<file path="config.mk">
export PLATFORM = sky130hd
export DESIGN_NAME = e203_exu_oitf_sched
export DESIGN_NICKNAME = d
export VERILOG_FILES = /design/src/rtl/e203_exu_oitf_sched_pkg.sv /design/src/rtl/e203_oitf_ptr.sv /design/src/rtl/e203_exu_oitf_sched.sv
export SDC_FILE = /design/constraint.sdc
export NUM_CORES = 1
export LEC_CHECK = 0
export ABC_CLOCK_PERIOD_IN_PS = 2300
export BUFFER_PORTS_ARGS = -buffer_cell sky130_fd_sc_hd__buf_2
export CAP_MARGIN = 20
export CORE_MARGIN = 10
export CORE_UTILIZATION = 52
export CTS_CLUSTER_SIZE = 40
export DETAILED_ROUTE_END_ITERATION = 8
export PLACE_DENSITY_LB_ADDON = 0.15
export RECOVER_POWER = 25
export REMOVE_ABC_BUFFERS = 1
export SLEW_MARGIN = 20
export SYNTH_ARGS = -nofsm -noshare
export SYNTH_HDL_FRONTEND = slang
export SYNTH_HIERARCHICAL = 1
export SYNTH_SLANG_ARGS = --single-unit
</file>
<file path="constraint.sdc">
create_clock -name clk -period 2.3 [get_ports clk]
set_clock_uncertainty 0.15 [all_clocks]
set_input_delay 0.575 -clock clk [delete_from_list [all_inputs] [get_ports clk]]
set_output_delay 0.575 -clock clk [all_outputs]
set_load 0.02 [all_outputs]
</file>
<file path="src/rtl/e203_exu_oitf_sched_pkg.sv">
// rtl/e203_exu_oitf_sched_pkg.sv - shared sizing for the long-pipe outstanding-instruction tracker
package e203_exu_oitf_sched_pkg;

  localparam int E203_OITF_DEPTH  = 2;
  localparam int E203_ITAG_WIDTH  = 1;
  localparam int E203_RFIDX_WIDTH = 5;
  localparam int E203_PC_SIZE     = 32;

endpackage

</file>
<file path="src/rtl/e203_oitf_ptr.sv">
// rtl/e203_oitf_ptr.sv - circular pointer with a wrap flag that toggles on each lap
module e203_oitf_ptr #(
  parameter int DEPTH = 2,
  parameter int PTR_W = 1
) (
  input  logic             clk,
  input  logic             rst_n,
  input  logic             inc,
  output logic [PTR_W-1:0] ptr,
  output logic             flg
);

  logic [PTR_W-1:0] ptr_q, ptr_d;
  logic             flg_q, flg_d;

  always_comb begin
    ptr_d = ptr_q;
    flg_d = flg_q;
    if (inc) begin
      if (ptr_q == PTR_W'(DEPTH - 1)) begin
        ptr_d = '0;
        flg_d = ~flg_q;
      end else begin
        ptr_d = ptr_q + PTR_W'(1);
      end
    end
  end

  always_ff @(posedge clk or negedge rst_n) begin
    if (!rst_n) begin
      ptr_q <= '0;
      flg_q <= 1'b0;
    end else begin
      ptr_q <= ptr_d;
      flg_q <= flg_d;
    end
  end

  assign ptr = ptr_q;
  assign flg = flg_q;

endmodule

</file>
<file path="src/rtl/e203_exu_oitf_sched.sv">
// rtl/e203_exu_oitf_sched.sv - in-order tracking buffer for long-pipe instructions with hazard flags
module e203_exu_oitf_sched
  import e203_exu_oitf_sched_pkg::*;
#(
  parameter int DEPTH   = E203_OITF_DEPTH,
  parameter int PTR_W   = E203_ITAG_WIDTH,
  parameter int RFIDX_W = E203_RFIDX_WIDTH,
  parameter int PC_W    = E203_PC_SIZE
) (
  input  logic               clk,
  input  logic               rst_n,
  input  logic               dis_ena,
  output logic               dis_ready,
  input  logic [RFIDX_W-1:0] dis_rdidx,
  input  logic               dis_rdwen,
  input  logic               dis_rdfpu,
  input  logic [PC_W-1:0]    dis_pc,
  output logic [PTR_W-1:0]   dis_ptr,
  input  logic               ret_ena,
  output logic [PTR_W-1:0]   ret_ptr,
  output logic [RFIDX_W-1:0] ret_rdidx,
  output logic               ret_rdwen,
  output logic               ret_rdfpu,
  output logic [PC_W-1:0]    ret_pc,
  output logic               empty,
  output logic               full,
  input  logic               chk_rs1en,
  input  logic               chk_rs2en,
  input  logic               chk_rs3en,
  input  logic               chk_rdwen,
  input  logic               chk_rs1fpu,
  input  logic               chk_rs2fpu,
  input  logic               chk_rs3fpu,
  input  logic               chk_rdfpu,
  input  logic [RFIDX_W-1:0] chk_rs1idx,
  input  logic [RFIDX_W-1:0] chk_rs2idx,
  input  logic [RFIDX_W-1:0] chk_rs3idx,
  input  logic [RFIDX_W-1:0] chk_rdidx,
  output logic               oitfrd_match_rs1,
  output logic               oitfrd_match_rs2,
  output logic               oitfrd_match_rs3,
  output logic               oitfrd_match_rd,
  output logic               dep
);

  logic [PTR_W-1:0]   wr_ptr, rd_ptr;
  logic               wr_flg, rd_flg;
  logic               alc, ret;
  logic               vld_q [DEPTH];
  logic               vld_d [DEPTH];
  logic [RFIDX_W-1:0] rdidx_q [DEPTH];
  logic               rdwen_q [DEPTH];
  logic               rdfpu_q [DEPTH];
  logic [PC_W-1:0]    pc_q [DEPTH];

  assign empty     = (wr_ptr == rd_ptr) & (wr_flg == rd_flg);
  assign full      = (wr_ptr == rd_ptr) & (wr_flg != rd_flg);
  assign dis_ready = ~full;
  assign alc       = dis_ena & ~full;
  assign ret       = ret_ena & ~empty;

  e203_oitf_ptr #(.DEPTH(DEPTH), .PTR_W(PTR_W)) u_wr_ptr (
    .clk(clk), .rst_n(rst_n), .inc(alc), .ptr(wr_ptr), .flg(wr_flg)
  );

  e203_oitf_ptr #(.DEPTH(DEPTH), .PTR_W(PTR_W)) u_rd_ptr (
    .clk(clk), .rst_n(rst_n), .inc(ret), .ptr(rd_ptr), .flg(rd_flg)
  );

  // alc and ret never target the same slot: that needs wr_ptr==rd_ptr, i.e. empty or full
  always_comb begin
    for (int e = 0; e < DEPTH; e++) vld_d[e] = vld_q[e];
    if (ret) vld_d[rd_ptr] = 1'b0;
    if (alc) vld_d[wr_ptr] = 1'b1;
  end

  always_ff @(posedge clk or negedge rst_n) begin
    if (!rst_n) begin
      for (int e = 0; e < DEPTH; e++) begin
        vld_q[e]   <= 1'b0;
        rdidx_q[e] <= '0;
        rdwen_q[e] <= 1'b0;
        rdfpu_q[e] <= 1'b0;
        pc_q[e]    <= '0;
      end
    end else begin
      for (int e = 0; e < DEPTH; e++) vld_q[e] <= vld_d[e];
      if (alc) begin
        rdidx_q[wr_ptr] <= dis_rdidx;
        rdwen_q[wr_ptr] <= dis_rdwen;
        rdfpu_q[wr_ptr] <= dis_rdfpu;
        pc_q[wr_ptr]    <= dis_pc;
      end
    end
  end

  assign dis_ptr   = wr_ptr;
  assign ret_ptr   = rd_ptr;
  assign ret_rdidx = rdidx_q[rd_ptr];
  assign ret_rdwen = rdwen_q[rd_ptr];
  assign ret_rdfpu = rdfpu_q[rd_ptr];
  assign ret_pc    = pc_q[rd_ptr];

  always_comb begin
    oitfrd_match_rs1 = 1'b0;
    oitfrd_match_rs2 = 1'b0;
    oitfrd_match_rs3 = 1'b0;
    oitfrd_match_rd  = 1'b0;
    for (int e = 0; e < DEPTH; e++) begin
      if (vld_q[e] & rdwen_q[e]) begin
        oitfrd_match_rs1 |= chk_rs1en & (chk_rs1idx == rdidx_q[e]) & (chk_rs1fpu == rdfpu_q[e]);
        oitfrd_match_rs2 |= chk_rs2en & (chk_rs2idx == rdidx_q[e]) & (chk_rs2fpu == rdfpu_q[e]);
        oitfrd_match_rs3 |= chk_rs3en & (chk_rs3idx == rdidx_q[e]) & (chk_rs3fpu == rdfpu_q[e]);
        oitfrd_match_rd  |= chk_rdwen & (chk_rdidx  == rdidx_q[e]) & (chk_rdfpu  == rdfpu_q[e]);
      end
    end
  end

  assign dep = oitfrd_match_rs1 | oitfrd_match_rs2 | oitfrd_match_rs3 | oitfrd_match_rd;

  // Dispatch against a full buffer is only tolerated while the same cycle retires (it is dropped)
  a_dis_when_full: assert property (@(posedge clk) disable iff (!rst_n) (dis_ena & full) |-> ret_ena);
  a_ret_when_empty: assert property (@(posedge clk) disable iff (!rst_n) !(ret_ena & empty));

endmodule

</file>
# Word-level counts from Yosys, hierarchy flattened
# Index checks and enable logic that the tools add are counted.
# totals
input_bits,71
reg_bits,84
out_inout_bits,49
wordCells,117
# op_classes
order_cmp,4
n_mux,36
n_eq_ne,19
n_reduce_logical,4
bitwise_logic,38
add_sub_neg,2
# ops
operator,count
two-way mux 32 bit,4
bitwise mux 64 bit,1
equality test 5 bit,8
demux 32 bit (select 1 bit),1
AND 1 bit,22
two-way mux 5 bit,4
two-way mux 1 bit,18
bitwise mux 10 bit,1
equality test 1 bit,10
bitwise OR 1 bit,7
demux 5 bit (select 1 bit),1
bitwise mux 2 bit,2
">= comparator 2 bit, second input constant",2
"< comparator 2 x 1 -> 1 bit, second input constant",2
two-way mux 2 bit,2
NOT 1 bit,4
NOT 1 -> 2 bit,2
AND reduction 2 bit,2
"adder 1 bit, second input constant",2
AND 2 bit,1
demux 1 bit (select 1 bit),2
logical AND 1 bit,2
NOT 2 bit,1
bitwise OR 2 bit,1
inequality test 1 bit,1

# Longest topological paths before layout
# Gate-level depths: netlist of run 1.
# depth
word_depth,10
ltp_mapped,7
ltp_nobuf,6

# Cells and area by module
# The synthesis of run 1 kept the hierarchy.
# modules_own_cells
mod,instances,area_per_inst_um2,cells_each,seq_area_each_um2
e203_exu_oitf_sched,1,4152.7,309,2001.9
e203_oitf_ptr,2,71.3,5,50.0

# Least setup slack after synthesis of run 1
# OpenSTA, ideal clock, no wires.
# synth_timing
path_type,in2out
from,input port chk_rs3idx[3]
to,output port dep
stages,5
path_buffers,0
arrival_time_ps,1949
setup_slack_ps,-374
required_ps,1575
path_cell_list,xor2_1 nor4_1 nand4_1 a21boi_0 or4_1
# synth_between
elab_chain_cells,8
word_cells_on_any_way,11
cone_classes,eq/ne (2); mux (2); bitwise (7)
# synth_lines
element,line,source
from (decl),e203_exu_oitf_sched.sv:37,"input logic [RFIDX_W-1:0] chk_rs3idx,"
equality test 5 bit,e203_exu_oitf_sched.sv:113,oitfrd_match_rs3 |= chk_rs3en & (chk_rs3idx == rdidx_q[e]) & (chk_rs3fpu == rdfpu_q[e]);
AND 1 bit (2 in series),e203_exu_oitf_sched.sv:113,
two-way mux 1 bit,e203_exu_oitf_sched.sv:110,if (vld_q[e] & rdwen_q[e]) begin
bitwise OR 1 bit,e203_exu_oitf_sched.sv:113,
two-way mux 1 bit *,e203_exu_oitf_sched.sv:110,
via oitfrd_match_rs3,e203_exu_oitf_sched.sv:41,"output logic oitfrd_match_rs3,"
bitwise OR 1 bit * (2 in series),e203_exu_oitf_sched.sv:119,assign dep = oitfrd_match_rs1 | oitfrd_match_rs2 | oitfrd_match_rs3 | oitfrd_match_rd;
to (decl),e203_exu_oitf_sched.sv:43,output logic dep
# Mark *: on every way through the listed nets, which the timed path passes. The rest lies on a longest branch.

# Worst setup path after layout of run 1
# layout_timing
from,register rdidx_q[7] (netlist bit)
to,output port dep
# layout_between
elab_chain_cells,9
word_cells_on_any_way,27
cone_classes,eq/ne (4); mux (8); bitwise (15)
# layout_lines
element,line,source
from (decl),e203_exu_oitf_sched.sv:51,logic [RFIDX_W-1:0] rdidx_q [DEPTH];
"from (signal, indexed assignment)",e203_exu_oitf_sched.sv:89,rdidx_q[wr_ptr] <= dis_rdidx;
equality test 5 bit (on tied branches),"e203_exu_oitf_sched.sv:111, e203_exu_oitf_sched.sv:112",
AND 1 bit (on tied branches) (2 in series),"e203_exu_oitf_sched.sv:111, e203_exu_oitf_sched.sv:112",
two-way mux 1 bit,e203_exu_oitf_sched.sv:110,
bitwise OR 1 bit (on tied branches),"e203_exu_oitf_sched.sv:111, e203_exu_oitf_sched.sv:112",
two-way mux 1 bit,e203_exu_oitf_sched.sv:110,
bitwise OR 1 bit (2 in series),e203_exu_oitf_sched.sv:119,
bitwise OR 1 bit *,e203_exu_oitf_sched.sv:119,
# Mark *: on every way between the ends. The rest lies on a longest branch, timed or not.

==> results.yml, run 1 <==
placed_design:
  gp_congestion: 0.946
  numPortBuffers: 119
  place_hpwl_um: 7680
cells_and_area:
  final_common_cell: "dfrtp_1"
  area_growth_pct: 40.4
  layout_common_cells: "dfrtp_1, buf_2, mux2_2"
  antenna_cells: 0
  fin_nets: 532
  drive_gt1_share_pct: 65.7
  nFillCells: 540
grt:
  grt_pass1_vias: 3324
  grt_usage_pct: 16.9
  grt_antenna_before_repair: 0
  grt_max_degree: 38
  grt_first_pass_wirelength_um: 17200
  grt-ovfl-total: 0
die:
  io_pins: 120
  die_height_um: 111
  core-area_mm2: 0.00813
  die_w_um: 111
  initial_utilization_pct: 52.8
  rows: 33
  die_area_mm2: 0.0123
pwr:
  p_int_uw: 6590
  ir_drop_uv: 1040
  clockPowerShare_pct: 11.2
  power_uw: 10500
  leakage_uw: 0.00282
  p_per_area_mw_per_mm2: 1730
  switchingPower_uw: 3870
  combinationalPowerShare_pct: 61.0
  seq_power_share_pct: 27.8
  netSwitchingFraction_pct: 37.0
routing:
  antenna_left: 0
  routed_wl_um: 11300
  drtPass1Iterations: 4
  post_drt_wl_per_cell_um: 19.7
  vias: 2950
  drt_iter0_markers: 84
  drc: 0
  via_per_inst: 5.17
run_status:
  violations: "setup timing"
  status: "finished with violations"
sta:
  slew_violations: 0
  min_period_ps: 2740
  slew_headroom_pct: 15.4
  tightest_slew_ps: 1270
  hold_viol_final: 0
  rsz0062_at_grt: "true"
  fmax_ghz: 0.365
  fin_crit_sh_pct: 119
  finalSetupViolations: 29
  hold_slack_ps: 298
  setup_slack_ps: -438
  setup_tns_ps: -1990
logic_synthesis:
  postSynthCellCount: 319
  yosysUniqueCellTypes: 21
  synth.ff_latch_count: 84
  syn_area_per_cell_um2: 13.5
  seq_area_frac_synth_pct: 48.9
  synth_warnings: 6
  synth_area_mm2: 0.00430
clock_network:
  clockBufferDepth: 2
  htreeDepth: 3
  cts_tree: "built"
  cts-root-buf: "clkbuf_8"
  cts_buffers: 9
  clk_latency_ps: 350
  cts.sinks: 84
  clk_pin_slew_ps: 90
worst_hold_path:
  hp-start: "dis_pc[6]"
  hp-class: "in -> reg"
  hold_path_end: "pc_q[6]"
  holdPathStages: 2
worst_setup_path:
  crit_type: "reg -> out"
  critical_path.top_delay_family: "simple AND/OR/NAND/NOR gates"
  crit_path_max_fanout: 4
  timing.reg2reg.setup_slack_ps: 90
  cp-start-kind: "flop"
  timing.rr.end: "rdidx_q[8]"
  reg2reg_depth: 6
  critPathSlowestCell: "or4_1"
  crit_chain: "xor2_1, nor4_2, buf_4, nand4_1, a21boi_1, or4_1, buf_6"
  critPathRequiredTime_ps: 1570
  cp.arrival_ps: 2010
  worstReg2RegStart: "u_rd_ptr/ptr"
  end_kind: "primary output"
  slowest_delay_ps: 480
  crit_buf_inv: 2
flow_run:
  cap_violations: 0
cell families after synthesis:
group,after synthesis,synth area share (%)
compound gates,5,0.816
mux,117,30.7
buf+inv,28,4.22
simple gates,31,4.34
xor+xnor,54,11.0
flops,84,48.9
metrics by stage:
stage	setup slack [ps]	cell area [µm²]	util [%]	instances
detailed placement	-380	5100	62.7	541
CTS	-422	5480	67.4	563
finish	-438	6030	74.2	571
floorplan	-627	4130	-	294
global route	-535	6030	74.2	571
global placement	-405	5100	62.7	541
power groups by stage:
stage	combinational, µW	sequential, µW	clock [µW]
after global placement	4720	2780	0
after detailed placement	4790	2830	0
after CTS	5010	2830	1190
final	6380	2910	1170
after global routing	6770	3010	1270
after floorplan	3120	2810	0
area by class of cell:
class                      instances  area (µm²)  share of cell area (%)
multi-input combinational        207        2240                    37.2
sequential                        84        2110                    35.1
timing repair buffer             156        1310                    21.7
tap                              105         131                    2.18
clock buffer                      10         128                    2.12
clock inverter                     6        95.1                    1.58
inverter                           3        11.3                   0.187
flip-flops by register name, summed over array words and instances, names as in the netlist, 2 cells and up:
signal,count
pc_q,64
rdidx_q,10
rdfpu_q,2
rdwen_q,2
vld_q,2
metal layers:
metal	global-route usage, %	vias up	wire length, µm
li1	-	1389	-
met1	21.3	1470	5020
met5	0	-	0
met3	5.25	9	720
met4	3.99	0	97
met2	27.5	82	5420
worst max path at each step:
stage | from | endpoint | slack [ps] | depth (start not counted)
after global routing | rdidx_q[7] | dep | -530 | 7
final | rdidx_q[7] | dep | -440 | 7
after global placement | chk_rs1idx[3] | dep | -400 | 7
after CTS | rdidx_q[5] | dep | -420 | 7
after floorplan | u_rd_ptr/ptr | pc_q[33] | -630 | 5
after detailed placement | chk_rs1idx[3] | dep | -380 | 7
synth_stat cells:
master,number,area [µm²]
nand2_4,1,11.3
nor4_1,8,50.1
xnor2_1,27,236
nand2_1,9,33.8
clkbuf_2,4,20.0
mux2_1,6,67.6
buf_6,8,90.1
buf_2,9,45.0
or4_1,1,7.51
dfrtp_1,84,2100
inv_1,3,11.3
nand4_1,8,50.1
mux2_2,111,1250
nand2b_1,1,6.26
nand3_1,1,5.00
clkbuf_1,4,15.0
nand2b_4,1,13.8
a21boi_0,4,30.0
o21ai_0,1,5.00
xor2_1,27,236
and2_4,1,8.76
worst register-to-register path: cells and delay by family, from the launching register on:
kind / cells / cell delay, ps
buf+inv: 1 / 200
mux: 1 / 350
simple gates: 3 / 540
xor+xnor: 1 / 260
flops: 1 / 590
repair_timing:
action	CTS	global route
resized for setup	29	126
hold buffers	1	0
endpoints found under the hold margin	21	0
endpoints found under the setup margin	30	44
pin swaps	15	2
buffers inserted	4	3
cloned	1	5
No activity file was read; power rests on OpenSTA's default activity.
==> inputs of run 2 (changes only) <==
Settings changed: CORE_MARGIN 10 to not set.
==> results.yml, run 2 (same netlist as run 1, synthesis figures left out) <==
run_status:
  status: "finished with violations"
  violations: "setup timing"
clock_network:
  clockBufferDepth: 2
  cts.sinks: 84
  cts-root-buf: "clkbuf_8"
  cts_buffers: 9
  cts_tree: "built"
  htreeDepth: 3
  clk_pin_slew_ps: 90
  clk_latency_ps: 350
routing:
  post_drt_wl_per_cell_um: 18.2
  drtPass1Iterations: 4
  drt_iter0_markers: 89
  via_per_inst: 5.30
  routed_wl_um: 10300
  antenna_left: 0
  vias: 2985
  drc: 0
die:
  die_w_um: 92.9
  initial_utilization_pct: 54.7
  core-area_mm2: 0.00785
  rows: 32
  die_height_um: 92.9
  die_area_mm2: 0.00863
  io_pins: 120
sta:
  fmax_ghz: 0.370
  slew_headroom_pct: 9.29
  finalSetupViolations: 44
  fin_crit_sh_pct: 118
  setup_slack_ps: -405
  rsz0062_at_grt: "true"
  slew_violations: 0
  hold_viol_final: 0
  tightest_slew_ps: 1360
  min_period_ps: 2700
  setup_tns_ps: -2320
cells_and_area:
  top_regs: "pc_q: 64 flops, rdidx_q: 10 flops"
  largest_reg_flops: 64
  drive_gt1_share_pct: 64.9
  fin_cells: 563
  regMostFlops: "pc_q"
  fin_nets: 527
  antenna_cells: 0
  area_growth_pct: 38.3
  final_common_cell: "dfrtp_1"
  layout_common_cells: "dfrtp_1, buf_2, mux2_2"
grt:
  grt_max_degree: 39
  grt_antenna_before_repair: 0
  grt_usage_pct: 22.6
  grt-ovfl-total: 0
  grt_pass1_vias: 3075
  grt_first_pass_wirelength_um: 14800
flow_run:
  cap_violations: 0
worst_hold_path:
  hp-class: "in -> reg"
pwr:
  p_per_area_mw_per_mm2: 1710
  leakage_uw: 0.00277
  ir_drop_uv: 1050
worst_setup_path:
  end_kind: "primary output"
  crit_type: "reg -> out"
  crit_path_max_fanout: 5
  cp.arrival_ps: 1980
  critPathRequiredTime_ps: 1570
  cp-start-kind: "flop"
placed_design:
  numPortBuffers: 119
  numPlacedInstances: 535
  place_hpwl_um: 6330
  gp_congestion: 0.838
[run 2: cell count changes in the layout (fill, tap and decap cells not counted), sizes merged]
cell / change
buf: -4
bufinv: -1
clkinv: +2
clkinvlp: -1
inv: -1
[run 2: metrics by stage]
step,setup slack (ps),instance area [µm²],hold WS [ps],total power [µW],utilization (%)
after floorplan,-627,4130,129,5930,-
after global placement,-266,5050,318,7330,64.4
after detailed placement,-295,5050,331,7460,64.4
after CTS,-399,5330,283,8660,67.9
after global routing,-540,5940,282,10700,75.7
final,-405,5940,296,10200,75.7
[run 2: path summary, 6_finish.rpt]
| path | from | end | slack, ps | cells past startpoint |
|---|---|---|---|---|
| hold reg to reg | pc_q[6] | pc_q[6] | 350 | 1 |
| setup / recovery | rdidx_q[8] | dep | -400 | 7 |
| max in group asynchronous | rst_n | u_rd_ptr/ptr | 60 | 3 |
| setup reg to reg | u_rd_ptr/ptr | rdidx_q[7] | 150 | 6 |
| min in group asynchronous | rst_n | pc_q[37] | 900 | 2 |
| hold / removal | dis_pc[4] | pc_q[4] | 300 | 2 |
[run 2: what timing repair did]
item / in CTS / in global routing
resized for setup: 16 / 138
hold buffers: 1 / 0
endpoints found under the setup margin: 40 / 44
setup buffers: 1 / 5
cloned: 1 / 5
endpoints found under the hold margin: 22 / 0
pin swaps: 5 / 20
[run 2: power breakdown]
part / internal (µW) / leakage (µW) / switching [µW] / total, µW
Clock: 507 / 0.0000939 / 521 / 1030
Combinational: 3590 / 0.00170 / 2600 / 6190
Sequential: 2270 / 0.000979 / 659 / 2930
Total: 6370 / 0.00277 / 3780 / 10200
[run 2: layout make-up]
| cell class | count | area (µm²) |
|---|---|---|
| Clock buffer | 11 | 131 |
| Clock inverter | 5 | 60.1 |
| Fill cell | 525 | 1910 |
| Inverter | 3 | 11.3 |
| Multi-Input combinational cell | 207 | 2230 |
| Sequential cell | 84 | 2110 |
| Tap cell | 102 | 128 |
| Timing Repair Buffer | 151 | 1260 |
[run 2: critical path, cell delays in order (launching register included)]
cell and delay (ps):
dfrtp_2 480, xor2_2 200, nor4_2 240, buf_4 150
nand4_1 120, a21boi_2 200, or4_4 140, buf_6 100
[run 2: metal layers]
layer  GRT usage [%]  share of wire [%]  vias to the layer above
li1                -                  -                     1375
met1            28.7                 43                     1522
met2            37.7                 50                       82
met3            6.08                5.5                        6
met4            7.18               0.76                        0
met5               0                  0                        -
